[src/rtl/instruction_encoder_pkg.sv]
// Shared types and the field-to-word encoder used by the instruction_encoder block.
// Holds RV32I format codes, opcode constants and the immediate scatter/range-check function.
package instruction_encoder_pkg;

  typedef enum logic [2:0] {
    FMT_R = 3'd0,
    FMT_I = 3'd1,
    FMT_S = 3'd2,
    FMT_B = 3'd3,
    FMT_U = 3'd4,
    FMT_J = 3'd5
  } fmt_t;

  localparam logic [6:0] OPC_LOAD   = 7'h03;
  localparam logic [6:0] OPC_OP_IMM = 7'h13;
  localparam logic [6:0] OPC_AUIPC  = 7'h17;
  localparam logic [6:0] OPC_STORE  = 7'h23;
  localparam logic [6:0] OPC_OP     = 7'h33;
  localparam logic [6:0] OPC_LUI    = 7'h37;
  localparam logic [6:0] OPC_BRANCH = 7'h63;
  localparam logic [6:0] OPC_JALR   = 7'h67;
  localparam logic [6:0] OPC_JAL    = 7'h6F;

  // FIFO entry layout: {instr[31:0], addr[31:0], err}
  localparam int FIFO_WIDTH = 65;

  typedef struct packed {
    logic [2:0]  fmt;
    logic [6:0]  opcode;
    logic [4:0]  rd;
    logic [4:0]  rs1;
    logic [4:0]  rs2;
    logic [2:0]  funct3;
    logic [6:0]  funct7;
    logic [31:0] imm;
  } enc_fields_t;

  typedef struct packed {
    logic [31:0] instr;
    logic        err;
  } enc_result_t;

  function automatic logic fits_i12(input logic [31:0] v);
    return v == {{20{v[11]}}, v[11:0]};
  endfunction

  function automatic logic fits_b13(input logic [31:0] v);
    return (v[0] == 1'b0) && (v == {{19{v[12]}}, v[12:0]});
  endfunction

  function automatic logic fits_j21(input logic [31:0] v);
    return (v[0] == 1'b0) && (v == {{11{v[20]}}, v[20:0]});
  endfunction

  // Erroneous words still carry the truncated fields so the loader can see what was built.
  function automatic enc_result_t encode_imm(input enc_fields_t f);
    enc_result_t r;
    r.instr = 32'h0000_0000;
    r.err   = 1'b0;
    case (f.fmt)
      FMT_R: begin
        r.instr = {f.funct7, f.rs2, f.rs1, f.funct3, f.rd, f.opcode};
        r.err   = 1'b0;
      end
      FMT_I: begin
        r.instr = {f.imm[11:0], f.rs1, f.funct3, f.rd, f.opcode};
        r.err   = ~fits_i12(f.imm);
      end
      FMT_S: begin
        r.instr = {f.imm[11:5], f.rs2, f.rs1, f.funct3, f.imm[4:0], f.opcode};
        r.err   = ~fits_i12(f.imm);
      end
      FMT_B: begin
        r.instr = {f.imm[12], f.imm[10:5], f.rs2, f.rs1, f.funct3,
                   f.imm[4:1], f.imm[11], f.opcode};
        r.err   = ~fits_b13(f.imm);
      end
      FMT_U: begin
        r.instr = {f.imm[31:12], f.rd, f.opcode};
        r.err   = (f.imm[11:0] != 12'h000);
      end
      FMT_J: begin
        r.instr = {f.imm[20], f.imm[10:1], f.imm[11], f.imm[19:12], f.rd, f.opcode};
        r.err   = ~fits_j21(f.imm);
      end
      default: begin
        r.instr = 32'h0000_0000;
        r.err   = 1'b1;
      end
    endcase
    return r;
  endfunction

endpackage

[src/rtl/instruction_encoder_enc_fifo.sv]
// Small synchronous FIFO for encoded words with flush and simultaneous push/pop.
// Head entry is read straight from the storage registers so outputs are registered.
module instruction_encoder_enc_fifo #(
  parameter int WIDTH = 65,
  parameter int DEPTH = 4
) (
  input  logic             clk,
  input  logic             rst_n,
  input  logic             flush,
  input  logic             push,
  input  logic [WIDTH-1:0] wdata,
  input  logic             pop,
  output logic [WIDTH-1:0] rdata,
  output logic             full,
  output logic             empty
);

  localparam int AW = $clog2(DEPTH);

  logic [WIDTH-1:0] mem_r [DEPTH];
  logic [AW-1:0]    wr_ptr_r;
  logic [AW-1:0]    rd_ptr_r;
  logic [AW:0]      count_r;
  logic             do_push_s;
  logic             do_pop_s;

  assign full      = (count_r == (AW+1)'(DEPTH));
  assign empty     = (count_r == '0);
  assign do_push_s = push & ~full;
  assign do_pop_s  = pop & ~empty;
  assign rdata     = mem_r[rd_ptr_r];

  // Storage, pointers and occupancy; flush empties the queue but leaves stale data in place.
  always_ff @(posedge clk or negedge rst_n) begin
    if (!rst_n) begin
      for (int i = 0; i < DEPTH; i++) begin
        mem_r[i] <= '0;
      end
      wr_ptr_r <= '0;
      rd_ptr_r <= '0;
      count_r  <= '0;
    end else if (flush) begin
      wr_ptr_r <= '0;
      rd_ptr_r <= '0;
      count_r  <= '0;
    end else begin
      if (do_push_s) begin
        mem_r[wr_ptr_r] <= wdata;
        wr_ptr_r        <= wr_ptr_r + AW'(1);
      end
      if (do_pop_s) begin
        rd_ptr_r <= rd_ptr_r + AW'(1);
      end
      case ({do_push_s, do_pop_s})
        2'b10:   count_r <= count_r + (AW+1)'(1);
        2'b01:   count_r <= count_r - (AW+1)'(1);
        default: count_r <= count_r;
      endcase
    end
  end

endmodule

[src/rtl/instruction_encoder.sv]
// RV32I instruction encoder: builds words from discrete fields, range-checks the immediate,
// tags each word with its load address and buffers the result in a small FIFO.
module instruction_encoder
  import instruction_encoder_pkg::*;
#(
  parameter int          DEPTH     = 4,
  parameter logic [31:0] BASE_ADDR = 32'h0000_0000
) (
  input  logic        clk,
  input  logic        rst_n,
  input  logic        restart,
  input  logic        in_valid,
  output logic        in_ready,
  input  logic [2:0]  in_fmt,
  input  logic [6:0]  in_opcode,
  input  logic [4:0]  in_rd,
  input  logic [4:0]  in_rs1,
  input  logic [4:0]  in_rs2,
  input  logic [2:0]  in_funct3,
  input  logic [6:0]  in_funct7,
  input  logic [31:0] in_imm,
  output logic        out_valid,
  input  logic        out_ready,
  output logic [31:0] out_instr,
  output logic [31:0] out_addr,
  output logic        out_err,
  output logic [15:0] enc_count,
  output logic [15:0] err_count
);

  enc_fields_t           fields_s;
  enc_result_t           enc_s;
  logic                  push_s;
  logic                  pop_s;
  logic                  full_s;
  logic                  empty_s;
  logic [FIFO_WIDTH-1:0] wdata_s;
  logic [FIFO_WIDTH-1:0] rdata_s;
  logic [31:0]           addr_r;
  logic [15:0]           enc_count_r;
  logic [15:0]           err_count_r;

  assign fields_s.fmt    = in_fmt;
  assign fields_s.opcode = in_opcode;
  assign fields_s.rd     = in_rd;
  assign fields_s.rs1    = in_rs1;
  assign fields_s.rs2    = in_rs2;
  assign fields_s.funct3 = in_funct3;
  assign fields_s.funct7 = in_funct7;
  assign fields_s.imm    = in_imm;

  assign enc_s = encode_imm(fields_s);

  // rst_n gates in_ready so nothing looks acceptable while the block is held in reset.
  assign in_ready = rst_n & ~full_s & ~restart;
  assign push_s   = in_valid & in_ready;
  assign pop_s    = ~empty_s & out_ready & ~restart;
  assign wdata_s  = {enc_s.instr, addr_r, enc_s.err};

  instruction_encoder_enc_fifo #(
    .WIDTH (FIFO_WIDTH),
    .DEPTH (DEPTH)
  ) u_fifo (
    .clk   (clk),
    .rst_n (rst_n),
    .flush (restart),
    .push  (push_s),
    .wdata (wdata_s),
    .pop   (pop_s),
    .rdata (rdata_s),
    .full  (full_s),
    .empty (empty_s)
  );

  assign out_valid = ~empty_s;
  assign out_instr = rdata_s[64:33];
  assign out_addr  = rdata_s[32:1];
  assign out_err   = rdata_s[0];
  assign enc_count = enc_count_r;
  assign err_count = err_count_r;

  // Load address and saturating word/error counters, all cleared by restart.
  always_ff @(posedge clk or negedge rst_n) begin
    if (!rst_n) begin
      addr_r      <= BASE_ADDR;
      enc_count_r <= 16'h0000;
      err_count_r <= 16'h0000;
    end else if (restart) begin
      addr_r      <= BASE_ADDR;
      enc_count_r <= 16'h0000;
      err_count_r <= 16'h0000;
    end else if (push_s) begin
      addr_r <= addr_r + 32'd4;
      if (enc_count_r != 16'hFFFF) begin
        enc_count_r <= enc_count_r + 16'd1;
      end else begin
        enc_count_r <= enc_count_r;
      end
      if (enc_s.err && (err_count_r != 16'hFFFF)) begin
        err_count_r <= err_count_r + 16'd1;
      end else begin
        err_count_r <= err_count_r;
      end
    end else begin
      addr_r      <= addr_r;
      enc_count_r <= enc_count_r;
      err_count_r <= err_count_r;
    end
  end

endmodule
[config.mk]
export PLATFORM = sky130hd
export DESIGN_NAME = instruction_encoder
export DESIGN_NICKNAME = d
export VERILOG_FILES = /design/src/rtl/instruction_encoder_pkg.sv /design/src/rtl/instruction_encoder_enc_fifo.sv /design/src/rtl/instruction_encoder.sv
export SDC_FILE = /design/constraint.sdc
export NUM_CORES = 1
export LEC_CHECK = 0
export CELL_PAD_IN_SITES_DETAIL_PLACEMENT = 0
export CELL_PAD_IN_SITES_GLOBAL_PLACEMENT = 1
export CORE_ASPECT_RATIO = 1.75
export CORE_MARGIN = 1.5
export CORE_UTILIZATION = 49
export CTS_CLUSTER_DIAMETER = 50
export CTS_CLUSTER_SIZE = 25
export DETAILED_ROUTE_END_ITERATION = 16
export PLACE_DENSITY_LB_ADDON = 0.1
export SKIP_CTS_REPAIR_TIMING = 1
export SYNTH_ARGS = -nofsm -noshare
export SYNTH_HDL_FRONTEND = slang
export SYNTH_SLANG_ARGS = --single-unit
[constraint.sdc]
create_clock -name clk -period 7.4 [get_ports clk]
set_clock_uncertainty 0.1 [all_clocks]
set_input_delay 1.48 -clock clk [delete_from_list [all_inputs] [get_ports clk]]
set_output_delay 1.48 -clock clk [all_outputs]
set_load 0.02 [all_outputs]
==> results.cfg <==
[synthesis]
yosys.area_share.xor_xnor = 0.0265
synth_flop_cell = dfrtp_1
synth_compound_area_frac = 0.0888
avgSynthCellArea_um2 = 11.7
ys_ff_latch = 321
netlist_instances = 1266
muxShareOfSynthArea = 0.191
synth_fa_ha_area_frac = 0.00724
synth_cell_types = 58
yosysWarnings = 0
synth_top_family_by_area = multiplexers
async_reset_ff_frac = 1.00
synth_area_um2 = 14900
synth-seq-area-share = 0.541
synth_simple_gate_area_frac = 0.116
synth_edf_count = 0

[floorplan]
rows = 84
die_h_um = 233
coreArea_um2 = 30000
die-area_um2 = 31400
die_width_um = 135
ioPinCount = 171
start_util = 0.496

[placed_design]
port_buffers = 168
gp_congestion = 0.860
dp_hpwl_um = 23200

[clock_network]
clock_path_buffers = 3
cts_tree = done
cts-root-buf = clkbuf_16
cts_made_buffers = 27
clock_sinks = 321
htreeDepth = 1
clock_latency_ps = 550
clkTransAtPathRegs_ps = 80

[layout]
nets = 1470
layout-drive-gt1-share = 0.184
seq_area_um2 = 8040
num_antenna_cells = 0
fill_cells = 2590
multi_input_area_um2 = 6420
area_growth_syn_to_layout_pct = 19.6

[critical_path]
crit_fanout = 42
cp_slowest_cell = dfrtp_4
crit_buf_inv = 2
path_class = reg -> out
critPathTopFamily = buffers and inverters
start_kind = flip-flop
arrival_ps = 3380
required_ps = 5820
max_stage_delay_ps = 1010
worstSetupEndpointType = output pin
path_cells = buf_4 -> mux4_2 -> clkdlybuf4s50_1

[timing]
drv_slew = 0
hold_ws_ps = 380
fmaxAchievable_mhz = 202
fin_setup_tns_ps = 0
rsz0062_at_grt = no
max-slew-margin-rel = 0.324
finalSetupViolCount = 0
post-route-period-util = 0.670
worst_pin_slew_ps = 1010
period_needed_ps = 4960
final-hold-violation-count = 0

[drt]
drtAntennaViolNets = 0
num_vias = 10100
wl_per_cell_um = 19.8
first_iter_violations = 468
drc_errors = 0
routed_wl_um = 35600
vias_per_cell = 5.60
first_pass_iters = 6

[pwr]
ir_drop_v = 0.000223
p_leak_uw = 0.00786
total_power_uw = 4780
power_density_nw_per_um2 = 269

[grt]
gr-total-overflow = 0
track_usage = 0.233
grt_pass1_vias = 10500
grt_max_degree = 191
antenna_found_initial = 0
grt_pass1_wl_um = 57300

[run_status]
status = completed

[hold_path]
hold_path.class = reg -> reg

[flow_run]
cap_violations = 0
[path summary, 6_finish.rpt]
kind	startpoint	end	slack, ps	cells after the start
worst max-delay path	u_fifo.rd_ptr_r[0]$_DFFE_PN0P_	out_addr[10]	2440	3
worst min-delay path	u_fifo.mem_r[113]$_DFFE_PN0P_	u_fifo.mem_r[113]$_DFFE_PN0P_	380	2
worst max register to register	u_fifo.count_r[0]$_DFFE_PN0P_	u_fifo.mem_r[25]$_DFFE_PN0P_	4310	5
worst min register to register	u_fifo.mem_r[113]$_DFFE_PN0P_	u_fifo.mem_r[113]$_DFFE_PN0P_	380	2
max in group asynchronous	rst_n	addr_r[19]$_DFFE_PN0P_	4160	3
min in group asynchronous	rst_n	u_fifo.mem_r[52]$_DFFE_PN0P_	730	1
[cells by family (layout without fill, tap and decap cells)]
kind of cell    Yosys count  in the layout
xor+xnor                 45             45
mux                     190            190
other cells               1              2
flops                   321            321
buf+inv                  98            242
simple gates            374            374
fa+ha+maj                 8              8
compound gates          229            229
[cell usage in the layout, fill, tap and decap left out, types with 7 or more instances in the layout]
cell	n
a31oi_1	7
a21oi_1	22
xor2_1	29
ha_1	7
nand3_1	31
xnor2_1	16
o21ai_0	149
and3_1	11
dfrtp_1	319
buf_4	10
mux2i_1	8
clkbuf_16	27
inv_1	13
and4_1	9
nor4_1	7
nor2_1	66
a22oi_1	17
clkdlybuf4s50_1	166
nor2b_1	8
mux2_2	118
or3_1	8
mux4_2	63
nor3_1	8
nand4_1	12
a2bb2oi_1	8
nand2_1	187
[per-layer routing]
layer | global-route usage | share of wire
met4 | 0.0601 | 0.019
met2 | 0.431 | 0.54
met1 | 0.284 | 0.41
met3 | 0.0321 | 0.039
met5 | 0 | 0
[sequential cells by signal (all words and copies together) (netlist names)]
| name | count |
|---|---|
| u_fifo.mem_r | 252 |
| addr_r | 30 |
| enc_count | 16 |
| err_count | 16 |
| u_fifo.count_r | 3 |
| u_fifo.rd_ptr_r | 2 |
| u_fifo.wr_ptr_r | 2 |
[stage by stage]
stage	util	area [um^2]	cells	setup slack [ps]
floorplan	-	14900	1267	3790
global placement	0.560	16800	1748	2920
detailed placement	0.560	16800	1748	2910
CTS	0.593	17800	1798	2310
global route	0.593	17800	1798	2210
finish	0.593	17800	1798	2440
[power by group]
group	internal (uW)	switching, uW
registers	1970	174
logic	534	527
clock network	831	744
total	3340	1440
[cells in the mapped netlist, drive strengths merged, types with 16 or more instances]
cell / n / area (um^2)
o21ai: 149 / 746
dfrtp: 321 / 8030
clkbuf: 41 / 154
a21oi: 23 / 119
mux2: 119 / 1340
a22oi: 17 / 128
nor2: 67 / 254
nand3: 31 / 155
buf: 44 / 231
xor2: 29 / 254
xnor2: 16 / 140
nand2: 191 / 717
mux4: 63 / 1420
[cell type report]
class | instances | share of cell area
Clock buffer | 28 | 0.0388
Clock inverter | 22 | 0.0170
Inverter | 13 | 0.00275
Multi-Input combinational cell | 848 | 0.361
Sequential cell | 321 | 0.453
Tap cell | 387 | 0.0273
Timing Repair Buffer | 179 | 0.100
[worst register-to-register path, stage by stage, from the launching register on]
cell and delay (ps):
dfrtp_1 440, nor3b_1 590, nor3b_4 260, nand2_4 560, buf_4 600, mux2_2 420
No activity file was read; power rests on OpenSTA's default activity.
